<file path="src/rtl/stream_demux_if.sv">
// Valid/ready bundle for the 1:N stream demux: one input stream in, N output streams out.
// The producer/consumer side uses the master modport; the demux uses slave.
interface stream_demux_if #(
    parameter int DATAW = 4,
    parameter int N     = 4
);
    localparam int SELW = $clog2(N);

    logic [DATAW-1:0]        data_in;
    logic [SELW-1:0]         sel_in;
    logic                    valid_in;
    logic                    ready_out;
    logic [N-1:0][DATAW-1:0] data_out;
    logic [N-1:0]            valid_out;
    logic [N-1:0]            ready_in;
    logic                    err_out;

    modport master (
        output data_in, sel_in, valid_in, ready_in,
        input  ready_out, data_out, valid_out, err_out
    );

    modport slave (
        input  data_in, sel_in, valid_in, ready_in,
        output ready_out, data_out, valid_out, err_out
    );
endinterface

</file>
<file path="src/rtl/stream_demux.sv">
// 1:N stream demux with a 2-entry FIFO per output port, so one stalled consumer
// only blocks beats addressed to it. Out-of-range selects are dropped and flagged.
module stream_demux #(
    parameter int DATAW = 4,
    parameter int N     = 4
) (
    input  logic          clk,
    input  logic          rst,
    stream_demux_if.slave bus
);
    logic                    w_in_range;
    logic                    w_sel_full;
    logic                    w_ready;
    logic                    w_accept;
    logic [N-1:0]            w_full;
    logic [N-1:0]            w_push;
    logic [N-1:0]            w_pop;
    logic [N-1:0]            w_valid;
    logic [N-1:0][DATAW-1:0] w_data;
    logic                    r_err;

    assign w_in_range = (int'(bus.sel_in) < N);

    // Select the addressed port's full flag without indexing past N-1.
    always_comb begin
        w_sel_full = 1'b0;
        for (int i = 0; i < N; i++) begin
            if (int'(bus.sel_in) == i) begin
                w_sel_full = w_full[i];
            end
        end
    end

    assign w_ready  = !rst && (!w_in_range || !w_sel_full);
    assign w_accept = bus.valid_in && w_ready;

    genvar gi;
    generate
        for (gi = 0; gi < N; gi++) begin : g_port
            logic [DATAW-1:0] r_mem [2];
            logic             r_wr_ptr;
            logic             r_rd_ptr;
            logic [1:0]       r_count;

            assign w_full[gi]  = (r_count == 2'd2);
            assign w_valid[gi] = (r_count != 2'd0);
            assign w_data[gi]  = r_mem[r_rd_ptr];
            assign w_push[gi]  = w_accept && w_in_range && (int'(bus.sel_in) == gi);
            assign w_pop[gi]   = w_valid[gi] && bus.ready_in[gi];

            always_ff @(posedge clk or posedge rst) begin
                if (rst) begin
                    r_mem[0] <= '0;
                    r_mem[1] <= '0;
                    r_wr_ptr <= 1'b0;
                    r_rd_ptr <= 1'b0;
                    r_count  <= 2'd0;
                end else begin
                    if (w_push[gi]) begin
                        r_mem[r_wr_ptr] <= bus.data_in;
                        r_wr_ptr        <= ~r_wr_ptr;
                    end
                    if (w_pop[gi]) begin
                        r_rd_ptr <= ~r_rd_ptr;
                    end
                    // Push and pop together leave the count unchanged.
                    case ({w_push[gi], w_pop[gi]})
                        2'b10:   r_count <= r_count + 2'd1;
                        2'b01:   r_count <= r_count - 2'd1;
                        default: r_count <= r_count;
                    endcase
                end
            end

            a_count_max: assert property (@(posedge clk) disable iff (rst) r_count <= 2'd2);
        end
    endgenerate

    always_ff @(posedge clk or posedge rst) begin
        if (rst) begin
            r_err <= 1'b0;
        end else begin
            r_err <= w_accept && !w_in_range;
        end
    end

    assign bus.ready_out = w_ready;
    assign bus.valid_out = w_valid;
    assign bus.data_out  = w_data;
    assign bus.err_out   = r_err;
endmodule
</file>
<file path="src/flat_wrapper.sv">
// flat-port wrapper written by rule: the top's interface ports become plain ports
module stream_demux_flat 
#(
    parameter int DATAW = 4,
    parameter int N     = 4
)
  (clk, rst, bus_data_in, bus_sel_in, bus_valid_in, bus_ready_in, bus_ready_out, bus_data_out, bus_valid_out, bus_err_out);
  stream_demux_if #(.DATAW(DATAW), .N(N)) bus_i ();
  input  logic clk;
  input  logic rst;
  input wire logic [$bits(bus_i.data_in)-1:0] bus_data_in;
  input wire logic [$bits(bus_i.sel_in)-1:0] bus_sel_in;
  input wire logic [$bits(bus_i.valid_in)-1:0] bus_valid_in;
  input wire logic [$bits(bus_i.ready_in)-1:0] bus_ready_in;
  output wire logic [$bits(bus_i.ready_out)-1:0] bus_ready_out;
  output wire logic [$bits(bus_i.data_out)-1:0] bus_data_out;
  output wire logic [$bits(bus_i.valid_out)-1:0] bus_valid_out;
  output wire logic [$bits(bus_i.err_out)-1:0] bus_err_out;
  assign bus_i.data_in = bus_data_in;
  assign bus_i.sel_in = bus_sel_in;
  assign bus_i.valid_in = bus_valid_in;
  assign bus_i.ready_in = bus_ready_in;
  assign bus_ready_out = bus_i.ready_out;
  assign bus_data_out = bus_i.data_out;
  assign bus_valid_out = bus_i.valid_out;
  assign bus_err_out = bus_i.err_out;
  stream_demux #(.DATAW(DATAW), .N(N)) u_core (.clk(clk), .rst(rst), .bus(bus_i));
endmodule
</file>
<file path="config.mk">
export PLATFORM = sky130hd
export DESIGN_NAME = stream_demux_flat
export DESIGN_NICKNAME = d
export VERILOG_FILES = /design/src/rtl/stream_demux_if.sv /design/src/rtl/stream_demux.sv /design/src/flat_wrapper.sv
export SDC_FILE = /design/constraint.sdc
export NUM_CORES = 1
export LEC_CHECK = 0
export CAP_MARGIN = 25
export CORE_ASPECT_RATIO = 0.8
export CORE_MARGIN = 10
export CORE_UTILIZATION = 51
export DETAILED_ROUTE_END_ITERATION = 10
export PLACE_DENSITY = 0.76
export SLEW_MARGIN = 20
export SYNTH_ARGS = -nofsm -noshare
export SYNTH_HDL_FRONTEND = slang
export SYNTH_SLANG_ARGS = --single-unit
</file>
<file path="constraint.sdc">
create_clock -name clk -period 3.18 [get_ports clk]
set_input_delay 0.477 -clock clk [delete_from_list [all_inputs] [get_ports clk]]
set_output_delay 0.477 -clock clk [all_outputs]
set_load 0.005 [all_outputs]
</file>
---- After elaboration in Yosys (flattened, before gate mapping) ----
Index checks and enable logic that the tools add are counted.
W data, S select, Z words.
storage, ports and cells
  input bits .............................. 13
  flip-flop bits (word level) ............. 48
  word-level logic and storage cells ...... 128
cells by class
  bitwise logic cells ..................... 16
  $add $sub $neg .......................... 8
  muxes and demuxes ....................... 32
  equality and inequality tests ........... 15
  reductions and logical operators ........ 25
  magnitude comparators ................... 12
operator list
  operator               count
  $mux W4                16
  $bwmux W8              4
  $eq A2 B2 Y1 const B   10
  $demux W4 S1           4
  $ge A2 B2 Y1 const B   8
  $not A1 Y2             8
  $pmux W2 S2            4
  $reduce_bool A2 Y1     8
  $logic_and A1 B1 Y1    14
  $eq A2 B1 Y1 const B   5
  $add A2 B1 Y2 const B  4
  $lt A2 B1 Y1 const B   4
  $not A1 Y1             8
  $sub A2 B1 Y2 const B  4
  $mux W1                4
  $logic_not A1 Y1       2
  $logic_not A2 Y1       1

---- Logic depth before layout (Yosys ltp) ----
  word-level depth ........................ 11
  depth in mapped cells ................... 7

---- Worst setup path before layout ----
No wires, ideal clock.
  path kind ............................... input-to-reg
  start point ............................. input bus_sel_in[0]
  end point ............................... register u_core.g_port[0].r_count[1]
  arrival ................................. 1.817 ns
  setup time .............................. 0.079 ns
  slack ................................... 1.284 ns
  stages on the path ...................... 5
  path through ............................ or3b_1 or3_1 ha_1 nor2_1 xor2_1
between the ends
  word-level cells in the longest chain between the ends .. 11
  elaborated cells on any way between the ends .. 16
  those cells by class .................... eq/ne (5); mux (5); reduce/logical (6)
ends and longest elaborated chain
  element                                            RTL line                                source
  start: declaration                                 flat_wrapper.sv:12                      input wire logic [$bits(bus_i.sel_in)-1:0] bus_sel_in;
  $logic_not A2 Y1                                   stream_demux.sv:28, stream_demux.sv:48
  $mux W1 (4 in a row)                               stream_demux.sv:28                      if (int'(bus.sel_in) == i) begin
  $logic_not A1 Y1                                   stream_demux.sv:34                      assign w_ready = !rst && (!w_in_range || !w_sel_full);
  $logic_and A1 B1 Y1                                stream_demux.sv:34
  $logic_and A1 B1 Y1                                stream_demux.sv:35                      assign w_accept = bus.valid_in && w_ready;
  $logic_and A1 B1 Y1 *                              stream_demux.sv:48                      assign w_push[gi] = w_accept && w_in_range && (int'(bus.sel_in) == gi);
  $eq A2 B1 Y1 or $eq A2 B2 Y1 (tied branches)       stream_demux.sv:67                      case ({w_push[gi], w_pop[gi]})
  $pmux W2 S2 or $reduce_bool A2 Y1 (tied branches)  n/a
  end signal: assignment                             stream_demux.sv:68                      2'b10: r_count <= r_count + 2'd1;
  end signal: assignment                             stream_demux.sv:69                      2'b01: r_count <= r_count - 2'd1;
  end signal: assignment                             stream_demux.sv:70                      default: r_count <= r_count;
  end: declaration                                   stream_demux.sv:43                      logic [1:0] r_count;
Mark *: on every way between the ends. The rest lies on a longest branch, timed or not.
A chain may end at the register's enable or synchronous reset.

---- Final worst setup path ----
  start point ............................. input bus_sel_in[1]
  end point ............................... output bus_ready_out
between the ends
  word-level cells in the longest chain between the ends .. 7
  elaborated cells on any way between the ends .. 10
  those cells by class .................... eq/ne (3); mux (4); reduce/logical (3)
ends and longest elaborated chain
  element                RTL line            source
  $logic_not A2 Y1       stream_demux.sv:28
  $mux W1 (3 in a row)   stream_demux.sv:28
  $mux W1 *              stream_demux.sv:28
  $logic_not A1 Y1 *     stream_demux.sv:34
  $logic_and A1 B1 Y1 *  stream_demux.sv:34
  end: declaration       flat_wrapper.sv:15  output wire logic [$bits(bus_i.ready_out)-1:0] bus_ready_out;
Marks and branches as above.

==> results.md <==
* Status: finished clean
* Starting Density at 53.7%
* Core footprint at 4230 µm²
* Post-DRT Antenna Nets at 0
* Critical Path Start Type: primary input
* Std-Cell Rows at 21
* CTS tree: done
* Grt ovf at 0
* PwrDens at 978 nW/µm²
* Period utilization at 89.1%
* Max VDD drop at 0.444 mV
* Total GRT Usage at 12.5%
* Routed vias/inst at 5.18
* Diode count at 0
* Die X at 94.6 µm
* Largest net degree at the start of global routing at 34
* Vias in the first global route at 1513
* Max Freq at 353 MHz
* DP HPWL at 3.40 mm
* Critical-path maximum fanout at 13
* Slew headroom at 57.3%
* First-pass GRT wire length at 7.40 mm
* Type of the worst min-delay path: flip-flop to flip-flop
* Leakage at 1.19 nW
* CTS Buffer Depth at 2
* Worst-Skew Late Latency at 0.30 ns
* Post-route minimum period at 2.83 ns
* Port Buffers at 33
* Max Slew Vio Count at 0
* CTS Hold Buffers Added at 0
* Area growth, synth to finish at 22.3%
* Max Clock Skew at 0.0104 ns
* Placed standard-cell area at 2670 µm²
* Clock sink count at 48
* Critical path's slowest cell: clkdlybuf4s50_1
* Clock transition at the registers of the reported paths at 0.09 ns
* Crit path buffers/inverters at 2
* Total setup buffers inserted after CTS at 0
* Final count of negative-setup-slack endpoints at 0
* RSZ-0062 raised after global routing: no
* Setup_tns at 0 ns
* DRC at 0
* Cells after DPL at 254
* Nets at 221
* Total die area at 7540 µm²
* Delay-heaviest family, CP: buffers and inverters
* Final Hold Vio Count at 0
* Die height at 79.7 µm
* Design Area, Final at 2780 µm²
* Netlist cell types at 33
* Warning count from the yosys run at 0
* CP endpoint kind: primary output
* Worst-Margin Slew at 0.636 ns
* WP data required at 2.70 ns
* Max-cap viol count at 0
* WL final at 4.45 mm
* Most used cell along the critical path: clkdlybuf4s50_1
* Worst path max stage delay at 0.60 ns
* Hold_ws at 0.497 ns
* Gpl congestion at 0.776
* CP arrival at 2.36 ns
* Clk root buf: clkbuf_8
* Fraction of layout cells with a size suffix above 1 at 31.7%
* Sequential share of the synthesized area at 52.9%
* Starting DRC count in detailed routing at 124
* Vias at 1356
* TritonCTS Buffers at 5
* Mean Syn Cell Area at 13.8 µm²
* H-tree depth at 2
* Syn Std Cell Area at 2270 µm²
* CTS resizes at 0
* Post-synthesis register bit count at 48
* I/O Pins at 35
* Pre-antenna DRT Iters at 4
* Syn_nets at 182
* Initial antenna violation count at 0
* Final core occ at 65.6%
* Layout Cells excl Fill at 262
* Wire per inst at 17.0 µm
* Critical path class: primary input to primary output
* Post-Syn Instances at 165
* Crit-path cells: clkdlybuf4s50_1 > or3b_2 > a21oi_1 > nor4_1 > clkdlybuf4s50_1
[cells by family (layout without fill, tap and decap cells)]
kind of cell | count (synthesis) | in the layout | share of synthesized area, %
multiplexers | 48 | 48 | 24.5
adder cells (fa/ha/maj) | 4 | 4 | 2.20
other | 1 | 1 | 0.165
AND/OR/NAND/NOR | 39 | 39 | 11.1
XOR/XNOR | 20 | 20 | 7.71
flip-flops | 48 | 48 | 52.9
AO/OA/AOI/OAI | 1 | 1 | 0.220
buffers and inverters | 4 | 44 | 1.21
[path summary, 6_finish.rpt]
path / startpoint / endpoint / slack (ns) / cells past startpoint
max: bus_sel_in[1] / bus_ready_out / 0.35 / 5
max in group asynchronous: rst / u_core.g_port[0].r_mem[4]$_DFFE_PP0P_ / 1.93 / 3
min in group asynchronous: rst / u_core.g_port[3].r_count[1]$_DFFE_PP0P_ / 0.65 / 2
min: u_core.g_port[3].r_count[1]$_DFFE_PP0P_ / u_core.g_port[3].r_count[1]$_DFFE_PP0P_ / 0.50 / 1
max reg2reg: u_core.g_port[3].r_count[1]$_DFFE_PP0P_ / u_core.g_port[3].r_count[1]$_DFFE_PP0P_ / 1.46 / 5
min reg2reg: u_core.g_port[3].r_count[1]$_DFFE_PP0P_ / u_core.g_port[3].r_count[1]$_DFFE_PP0P_ / 0.50 / 1
[flip-flops by register name, summed over array words and instances, names as in the netlist]
| name | cells |
|---|---|
| u_core.g_port.r_count | 8 |
| u_core.g_port.r_mem | 32 |
| u_core.g_port.r_rd_ptr | 4 |
| u_core.g_port.r_wr_ptr | 4 |
[per-stage QoR]
| stage | power, mW | worst slack [ns] |
|---|---|---|
| global placement | 2.26 | 0.468 |
| floorplan | 1.78 | 1.28 |
| detailed placement | 2.32 | 0.351 |
| CTS | 2.76 | 0.355 |
| finish | 2.72 | 0.346 |
| global route | 2.91 | 0.264 |
[cells in the final DEF (no fill, tap or decap)]
master / instances
dfrtp_1: 48
mux2_2: 44
clkdlybuf4s50_1: 33
xnor2_1: 12
xor2_1: 8
clkbuf_8: 5
nor2_1: 4
or2_2: 4
and2_1: 4
mux2_4: 4
ha_1: 4
nand2b_1: 3
nand3_1: 3
nor3b_1: 2
nor2b_1: 2
nand2_1: 2
nor4_1: 2
or3_1: 2
clkinv_2: 2
buf_4: 2
nor4bb_1: 1
nand4b_1: 1
and4_1: 1
nor3_1: 1
or3b_1: 1
and3_1: 1
nand3b_1: 1
or3b_2: 1
a21oi_1: 1
or4_4: 1
and3b_1: 1
or4b_1: 1
conb_1: 1
clkinvlp_4: 1
bufinv_16: 1
[Yosys cell counts]
library cell	number	area [µm²]
inv_1	1	3.75
nor3b_1	2	15.0
nor2_1	4	15.0
ha_1	4	50.1
or4b_1	1	10.0
nand2_1	2	7.51
or3_1	2	12.5
nor2b_1	2	12.5
or3b_2	1	8.76
xnor2_1	12	105
a21oi_1	1	5.00
mux2_4	4	60.1
or2_2	4	25.0
dfrtp_1	48	1200
and3b_1	1	8.76
mux2_2	44	495
and4_1	1	8.76
nand4b_1	1	8.76
xor2_1	8	70.1
nor4_1	2	12.5
buf_4	1	7.51
or4_4	1	11.3
buf_2	1	5.00
conb_1	1	3.75
or3b_1	1	8.76
nand2b_1	3	18.8
nand3b_1	1	7.51
nor3_1	1	5.00
and3_1	1	6.26
nand3_1	3	15.0
buf_6	1	11.3
and2_1	4	25.0
nor4bb_1	1	10.0
[cell type report]
| type | count | area, µm² |
|---|---|---|
| clock buffers | 5 | 68.8 |
| clock inverters | 3 | 42.5 |
| fillers | 308 | 1450 |
| inverters | 1 | 5.00 |
| multi-input cells | 113 | 1040 |
| flip-flops and latches | 48 | 1200 |
| well taps | 57 | 71.3 |
| repair buffers | 35 | 345 |
[power by group]
group,internal (mW),switching (mW),total [mW]
combinational,0.781,0.360,1.14
clock,0.232,0.191,0.423
sequential,0.916,0.235,1.15
total,1.93,0.785,2.72
[worst reg2reg max path: cells and delay by family (launching register included)]
kind | cells | cell delay [ns]
DFF | 1 | 0.41
adders and majority gates | 1 | 0.34
and+or+nand+nor | 3 | 0.73
xor gates and xnor gates | 1 | 0.16
[routing by layer]
| layer | vias up | wire (µm) | track usage, % |
|---|---|---|---|
| met5 | - | 0 | 0 |
| met4 | 0 | 59 | 4.18 |
| li1 | 650 | - | - |
| met1 | 678 | 1840 | 14.4 |
| met3 | 5 | 236 | 3.95 |
| met2 | 23 | 2310 | 21.4 |
(Power assumes the default switching activity.)
